==> src/rtl/mem_map_pkg.sv <==
// mem_map_pkg: shared memory map, FSM state encoding and port/region types
// for the two-port memory arbiter.
package mem_map_pkg;

   typedef enum logic [1:0] {
      ST_IDLE,
      ST_ACCESS,
      ST_WAIT,
      ST_DONE
   } arb_state_e;

   typedef enum logic {
      PORT_A = 1'b0,
      PORT_B = 1'b1
   } port_e;

   // One-hot region select; exactly one bit is set for any address.
   typedef struct packed {
      logic none;
      logic font;
      logic vram;
      logic prg;
   } region_sel_t;

   // Region hit when (addr & MASK) == BASE.
   localparam logic [15:0] PRG_BASE  = 16'h0000;
   localparam logic [15:0] PRG_MASK  = 16'h8000;
   localparam logic [15:0] FONT_BASE = 16'hE000;
   localparam logic [15:0] FONT_MASK = 16'hF000;
   localparam logic [15:0] VRAM_BASE = 16'hF000;
   localparam logic [15:0] VRAM_MASK = 16'hF000;

   function automatic logic in_region(input logic [15:0] addr,
                                      input logic [15:0] base,
                                      input logic [15:0] mask);
      return (addr & mask) == base;
   endfunction

endpackage

==> src/rtl/mem_region_decode.sv <==
// mem_region_decode: maps a 16-bit address to a one-hot region select
// (program / video / font / unmapped).
module mem_region_decode
   import mem_map_pkg::*;
(
   input  logic [15:0] ADDR,
   output region_sel_t REGION_SEL
);

   logic hit_prg;
   logic hit_vram;
   logic hit_font;

   // Purely combinational decode; 8000-DFFF falls through to none.
   always_comb begin
      hit_prg         = in_region(ADDR, PRG_BASE, PRG_MASK);
      hit_vram        = in_region(ADDR, VRAM_BASE, VRAM_MASK);
      hit_font        = in_region(ADDR, FONT_BASE, FONT_MASK);
      REGION_SEL      = '0;
      REGION_SEL.prg  = hit_prg;
      REGION_SEL.vram = hit_vram;
      REGION_SEL.font = hit_font;
      REGION_SEL.none = !(hit_prg || hit_vram || hit_font);
   end

endmodule

==> src/rtl/mem_arbiter.sv <==
// mem_arbiter: arbitrates a CPU port (A) and a loader/DMA port (B) onto one
// shared memory bus with per-region write enables and read-data muxing.
// Build option ARB_ROUND_ROBIN_EN: simultaneous requests go to the port not
// granted last; otherwise port A always wins and no last-winner state exists.
module mem_arbiter
   import mem_map_pkg::*;
#(
   parameter int unsigned RD_LATENCY = 1
) (
   input  logic        CLOCK,
   input  logic        RESET_N,
   input  logic        A_REQ,
   input  logic        A_WREN,
   input  logic [15:0] A_ADDR,
   input  logic [7:0]  A_WDATA,
   output logic        A_ACK,
   output logic [7:0]  A_RDATA,
   input  logic        B_REQ,
   input  logic        B_WREN,
   input  logic [15:0] B_ADDR,
   input  logic [7:0]  B_WDATA,
   output logic        B_ACK,
   output logic [7:0]  B_RDATA,
   output logic [15:0] MEM_ADDR,
   output logic [7:0]  MEM_WDATA,
   output logic        WREN_PRG,
   output logic        WREN_VRAM,
   output logic        WREN_FONT,
   input  logic [7:0]  Q_PRG,
   input  logic [7:0]  Q_VRAM,
   input  logic [7:0]  Q_FONT
);

   // WAIT counts down from RD_LATENCY-1 to 0.
   localparam logic [1:0] WAIT_INIT = 2'(RD_LATENCY - 1);

   arb_state_e  state_q, state_d;
   port_e       winner_q, winner_d;
   logic        wren_q, wren_d;
   logic [15:0] addr_q, addr_d;
   logic [7:0]  wdata_q, wdata_d;
   logic [1:0]  wait_cnt_q, wait_cnt_d;
   logic [7:0]  a_rdata_q, a_rdata_d;
   logic [7:0]  b_rdata_q, b_rdata_d;
`ifdef ARB_ROUND_ROBIN_EN
   port_e       last_winner_q, last_winner_d;
`endif

   port_e       grant;
   region_sel_t region_sel;
   logic [7:0]  q_sel;
   logic        wr_strobe;

   mem_region_decode u_decode (
      .ADDR       (addr_q),
      .REGION_SEL (region_sel)
   );

   // Pick the port to serve if the FSM is idle this cycle.
   always_comb begin
`ifdef ARB_ROUND_ROBIN_EN
      if (A_REQ && B_REQ) begin
         grant = (last_winner_q == PORT_A) ? PORT_B : PORT_A;
      end else begin
         grant = A_REQ ? PORT_A : PORT_B;
      end
`else
      grant = A_REQ ? PORT_A : PORT_B;
`endif
   end

   // Read-data mux for the latched address; unmapped reads return zero.
   always_comb begin
      case (1'b1)
         region_sel.prg:  q_sel = Q_PRG;
         region_sel.vram: q_sel = Q_VRAM;
         region_sel.font: q_sel = Q_FONT;
         region_sel.none: q_sel = '0;
         default:         q_sel = '0;
      endcase
   end

   // Next-state logic: latch winner in IDLE, strobe in ACCESS, count WAIT, ack in DONE.
   always_comb begin
      state_d    = state_q;
      winner_d   = winner_q;
      wren_d     = wren_q;
      addr_d     = addr_q;
      wdata_d    = wdata_q;
      wait_cnt_d = wait_cnt_q;
      a_rdata_d  = a_rdata_q;
      b_rdata_d  = b_rdata_q;
`ifdef ARB_ROUND_ROBIN_EN
      last_winner_d = last_winner_q;
`endif
      case (state_q)
         ST_IDLE: begin
            if (A_REQ || B_REQ) begin
               winner_d = grant;
               state_d  = ST_ACCESS;
`ifdef ARB_ROUND_ROBIN_EN
               last_winner_d = grant;
`endif
               if (grant == PORT_A) begin
                  wren_d  = A_WREN;
                  addr_d  = A_ADDR;
                  wdata_d = A_WDATA;
               end else begin
                  wren_d  = B_WREN;
                  addr_d  = B_ADDR;
                  wdata_d = B_WDATA;
               end
            end
         end
         ST_ACCESS: begin
            wait_cnt_d = WAIT_INIT;
            state_d    = wren_q ? ST_DONE : ST_WAIT;
         end
         ST_WAIT: begin
            if (wait_cnt_q == 2'd0) begin
               state_d = ST_DONE;
               if (winner_q == PORT_A) begin
                  a_rdata_d = q_sel;
               end else begin
                  b_rdata_d = q_sel;
               end
            end else begin
               wait_cnt_d = wait_cnt_q - 2'd1;
            end
         end
         ST_DONE: begin
            state_d = ST_IDLE;
         end
         default: begin
            state_d = ST_IDLE;
         end
      endcase
   end

   // State and datapath registers; reset aborts any transaction in flight.
   always_ff @(posedge CLOCK or negedge RESET_N) begin
      if (!RESET_N) begin
         state_q    <= ST_IDLE;
         winner_q   <= PORT_B;
         wren_q     <= 1'b0;
         addr_q     <= '0;
         wdata_q    <= '0;
         wait_cnt_q <= '0;
         a_rdata_q  <= '0;
         b_rdata_q  <= '0;
`ifdef ARB_ROUND_ROBIN_EN
         last_winner_q <= PORT_B;
`endif
      end else begin
         state_q    <= state_d;
         winner_q   <= winner_d;
         wren_q     <= wren_d;
         addr_q     <= addr_d;
         wdata_q    <= wdata_d;
         wait_cnt_q <= wait_cnt_d;
         a_rdata_q  <= a_rdata_d;
         b_rdata_q  <= b_rdata_d;
`ifdef ARB_ROUND_ROBIN_EN
         last_winner_q <= last_winner_d;
`endif
      end
   end

   // Outputs decode from registered state, so reset clears them without a clock.
   always_comb begin
      wr_strobe = (state_q == ST_ACCESS) && wren_q;
      WREN_PRG  = wr_strobe && region_sel.prg;
      WREN_VRAM = wr_strobe && region_sel.vram;
      WREN_FONT = wr_strobe && region_sel.font;
      MEM_ADDR  = (state_q == ST_IDLE) ? '0 : addr_q;
      MEM_WDATA = (state_q == ST_IDLE) ? '0 : wdata_q;
      A_ACK     = (state_q == ST_DONE) && (winner_q == PORT_A);
      B_ACK     = (state_q == ST_DONE) && (winner_q == PORT_B);
      A_RDATA   = a_rdata_q;
      B_RDATA   = b_rdata_q;
   end

endmodule

==> config.mk <==
export PLATFORM = sky130hd
export DESIGN_NAME = mem_arbiter
export DESIGN_NICKNAME = d
export VERILOG_FILES = /design/src/rtl/mem_map_pkg.sv /design/src/rtl/mem_region_decode.sv /design/src/rtl/mem_arbiter.sv
export SDC_FILE = /design/constraint.sdc
export NUM_CORES = 1
export LEC_CHECK = 0
export ABC_AREA = 1
export BUFFER_PORTS_ARGS = -buffer_cell sky130_fd_sc_hd__buf_2
export CAP_MARGIN = 20
export CORE_AREA = 3 3 86 109
export CTS_BUF_LIST = sky130_fd_sc_hd__clkbuf_4
export DETAILED_ROUTE_END_ITERATION = 8
export DIE_AREA = 0 0 89 112
export SYNTH_ARGS = -nofsm -noshare
export SYNTH_HDL_FRONTEND = slang
export SYNTH_SLANG_ARGS = --single-unit
==> constraint.sdc <==
create_clock -name CLOCK -period 2.7 [get_ports CLOCK]
set_input_delay 0.54 -clock CLOCK [delete_from_list [all_inputs] [get_ports CLOCK]]
set_output_delay 0.54 -clock CLOCK [all_outputs]
set_load 0.02 [all_outputs]
==> qor.csv <==
stage;metric;value;unit
synth;synth_seq_area_share;0.429;
timing;period_needed;2290;ps
setup_path;cpLargestDelayFamily;buffers and inverters;
setup_path;endpoint_kind;output pin;
clock_tree;ctsResizeCount;0;
clock_tree;cts_hold_buf;0;
power_and_ir_drop;p_per_area;1060;nW/um2
grt;grt_pass1_wl;10.8;mm
setup_path;cp_num_cells;5;
clock_tree;clock-root-buffer;clkbuf_4;
timing;hold-worst-slack;229;ps
synth;yosys_register_bits;46;
timing;timing.final.crit_share;0.849;
drt;firstDrtPassIters;4;
floorplan;start_util;0.315;
timing;maxSlewHeadroom;0.513;
floorplan;core_area;8510;um2
grt;grt_max_degree;53;
grt;grt.overflow.total;0;
min_path;hold_path_class;in2async;
run_status;run_status;finished clean;
drt;drt_iter0_drc;160;
placed_design;io_buffers;122;
timing;setup_tns;0;ps
drt;vias;2525;
setup_path;critPathSlowestCell;dfrtp_1;
setup_path;startpoint_type;flop;
timing;drv_slew;0;
drt;wl_per_cell;12.6;um
drt;vias_per_cell;4.54;
placed_design;hpwlAfterDp;5.38;mm
layout;fillCellCount;898;
floorplan;die_w;89;um
floorplan;die_area;9970;um2
placed_design;dpl.cell_count;548;
clock_tree;clk_pin_slew;130;ps
layout;drive_above_1_share;0.411;
clock_tree;tritoncts;built;
clock_tree;cts_setup_buffers;0;
layout;final_common_cell;buf_2;
job;cap_viol_max_count;0;
grt;grt_pass1_vias;2350;
grt;grt_usage;0.140;
floorplan;die_h;112;um
setup_path;path_buf_inv;3;
floorplan;row_count;38;
placed_design;placed_area;3370;um2
clock_tree;cts_made_buffers;5;
setup_path;crit_path_cell_trace;inv_1, ha_1, buf_12, nor2_1, buf_2;
synth;avgSynthCellArea;7.99;um2
power_and_ir_drop;ir_drop;0.000415;V
timing;finalHoldViolCount;0;
layout;final_cell_mix;buf_2 (122), nand2_1 (87), nor2_1 (78);
clock_tree;cts_buffer_depth;2;
timing;finalWorstSetupSlack;407;ps
clock_tree;cts.sinks;46;
timing;setup_violations;0;
clock_tree;htreeDepth;2;
synth;synth_nets;419;
clock_tree;clkLatencyLatePin;360;ps
timing;max_freq;0.436;GHz
power_and_ir_drop;power.leakage;0.00198;uW
timing;clock_skew;11.1;ps
layout;design_area;3420;um2
setup_path;arrival;1750;ps
layout;final_cells;556;
drt;totalWireLength;6.99;mm
synth;yosysWarnings;0;
layout;area_growth;27.5;%
setup_path;rr_worst_depth;5;
placed_design;pre_cts_slack;762;ps
placed_design;gp_congestion;0.855;
synth;syn_inst;336;
drt;drc_errors;0;
setup_path;crit_path_max_incr_delay;440;ps
grt;antenna_found_initial;1;
synth;synth.distinct_cells;26;
layout;nets;538;
setup_path;crit_fanout;18;
synth;synth_area;2680;um2
timing;tightest_slew;730;ps
floorplan;ioPinCount;123;
setup_path;path_class;reg2out;
timing;rsz0062_at_grt;no;
setup_path;required;2160;ps
drt;postRouteAntennaNets;0;
==> registers in the layout, indices dropped and copies added, names as in the netlist <==
signal      cells
A_RDATA         8
wren_q          1
addr_q         16
wait_cnt_q      2
B_RDATA         8
winner_q        1
wdata_q         8
state_q         2
==> path summary, 6_finish.rpt <==
check,slack (ps),startpoint,endpoint
max reg2reg,740,state_q[0]$_DFFE_PN0P_,addr_q[8]$_DFFE_PN0P_
max,410,state_q[0]$_DFFE_PN0P_,MEM_ADDR[8]
min reg2reg,490,B_RDATA[3]$_DFFE_PN0P_,B_RDATA[3]$_DFFE_PN0P_
max in group asynchronous,1780,RESET_N,state_q[0]$_DFFE_PN0P_
min in group CLOCK,480,B_WDATA[0],wdata_q[0]$_DFFE_PN0P_
min,230,RESET_N,B_RDATA[4]$_DFFE_PN0P_
==> metal layers <==
metal / part of all wire / track usage / up-vias
li1: - / - / 1285
met1: 0.39 / 0.158 / 1142
met2: 0.51 / 0.252 / 90
met3: 0.079 / 0.0355 / 8
met4: 0.014 / 0.0427 / 0
met5: 0 / 0 / -
==> synth_stat cells, drive strengths merged <==
library cell   n  share of area
nand3         19          0.050
inv           39          0.056
nor3           1         0.0019
nor4           1         0.0023
dfstp          1         0.0098
ha             5          0.023
o21ai          6          0.013
a21oi          1         0.0019
buf           13          0.033
o22ai          1         0.0023
nand2         99           0.16
o31ai         25           0.11
nor2          80           0.12
dfrtp         45           0.42
==> logic make-up after synthesis <==
group	share of synthesized area
flops	0.429
fa+ha+maj	0.0233
buf+inv	0.0890
compound gates	0.130
simple gates	0.329
==> through the flow <==
stage / total power [uW] / utilization
finish: 3620 / 0.402
global route: 3960 / 0.402
CTS: 3680 / 0.402
detailed placement: 3330 / 0.396
global placement: 3300 / 0.396
floorplan: 2700 / -
==> power breakdown <==
group | total, uW | switching [uW] | internal [uW]
logic | 2080 | 1360 | 727
clock network | 332 | 213 | 119
registers | 1200 | 195 | 1010
total | 3620 | 1760 | 1850
==> area by class of cell <==
type | count | area [um2] | area share
diodes | 1 | 2.50 | 0.000731
repair buffers | 125 | 646 | 0.189
flip-flops and latches | 46 | 1150 | 0.337
inverters | 39 | 151 | 0.0442
well taps | 100 | 125 | 0.0366
clock buffers | 7 | 52.6 | 0.0154
multi-input cells | 238 | 1290 | 0.378
==> worst register-to-register path: stages (launching register included) <==
cell and delay [ps]:
dfrtp_1 440, inv_1 120, ha_1 410, buf_12 210, nand2_4 340, o31ai_1 350
(Power assumes the default switching activity.)
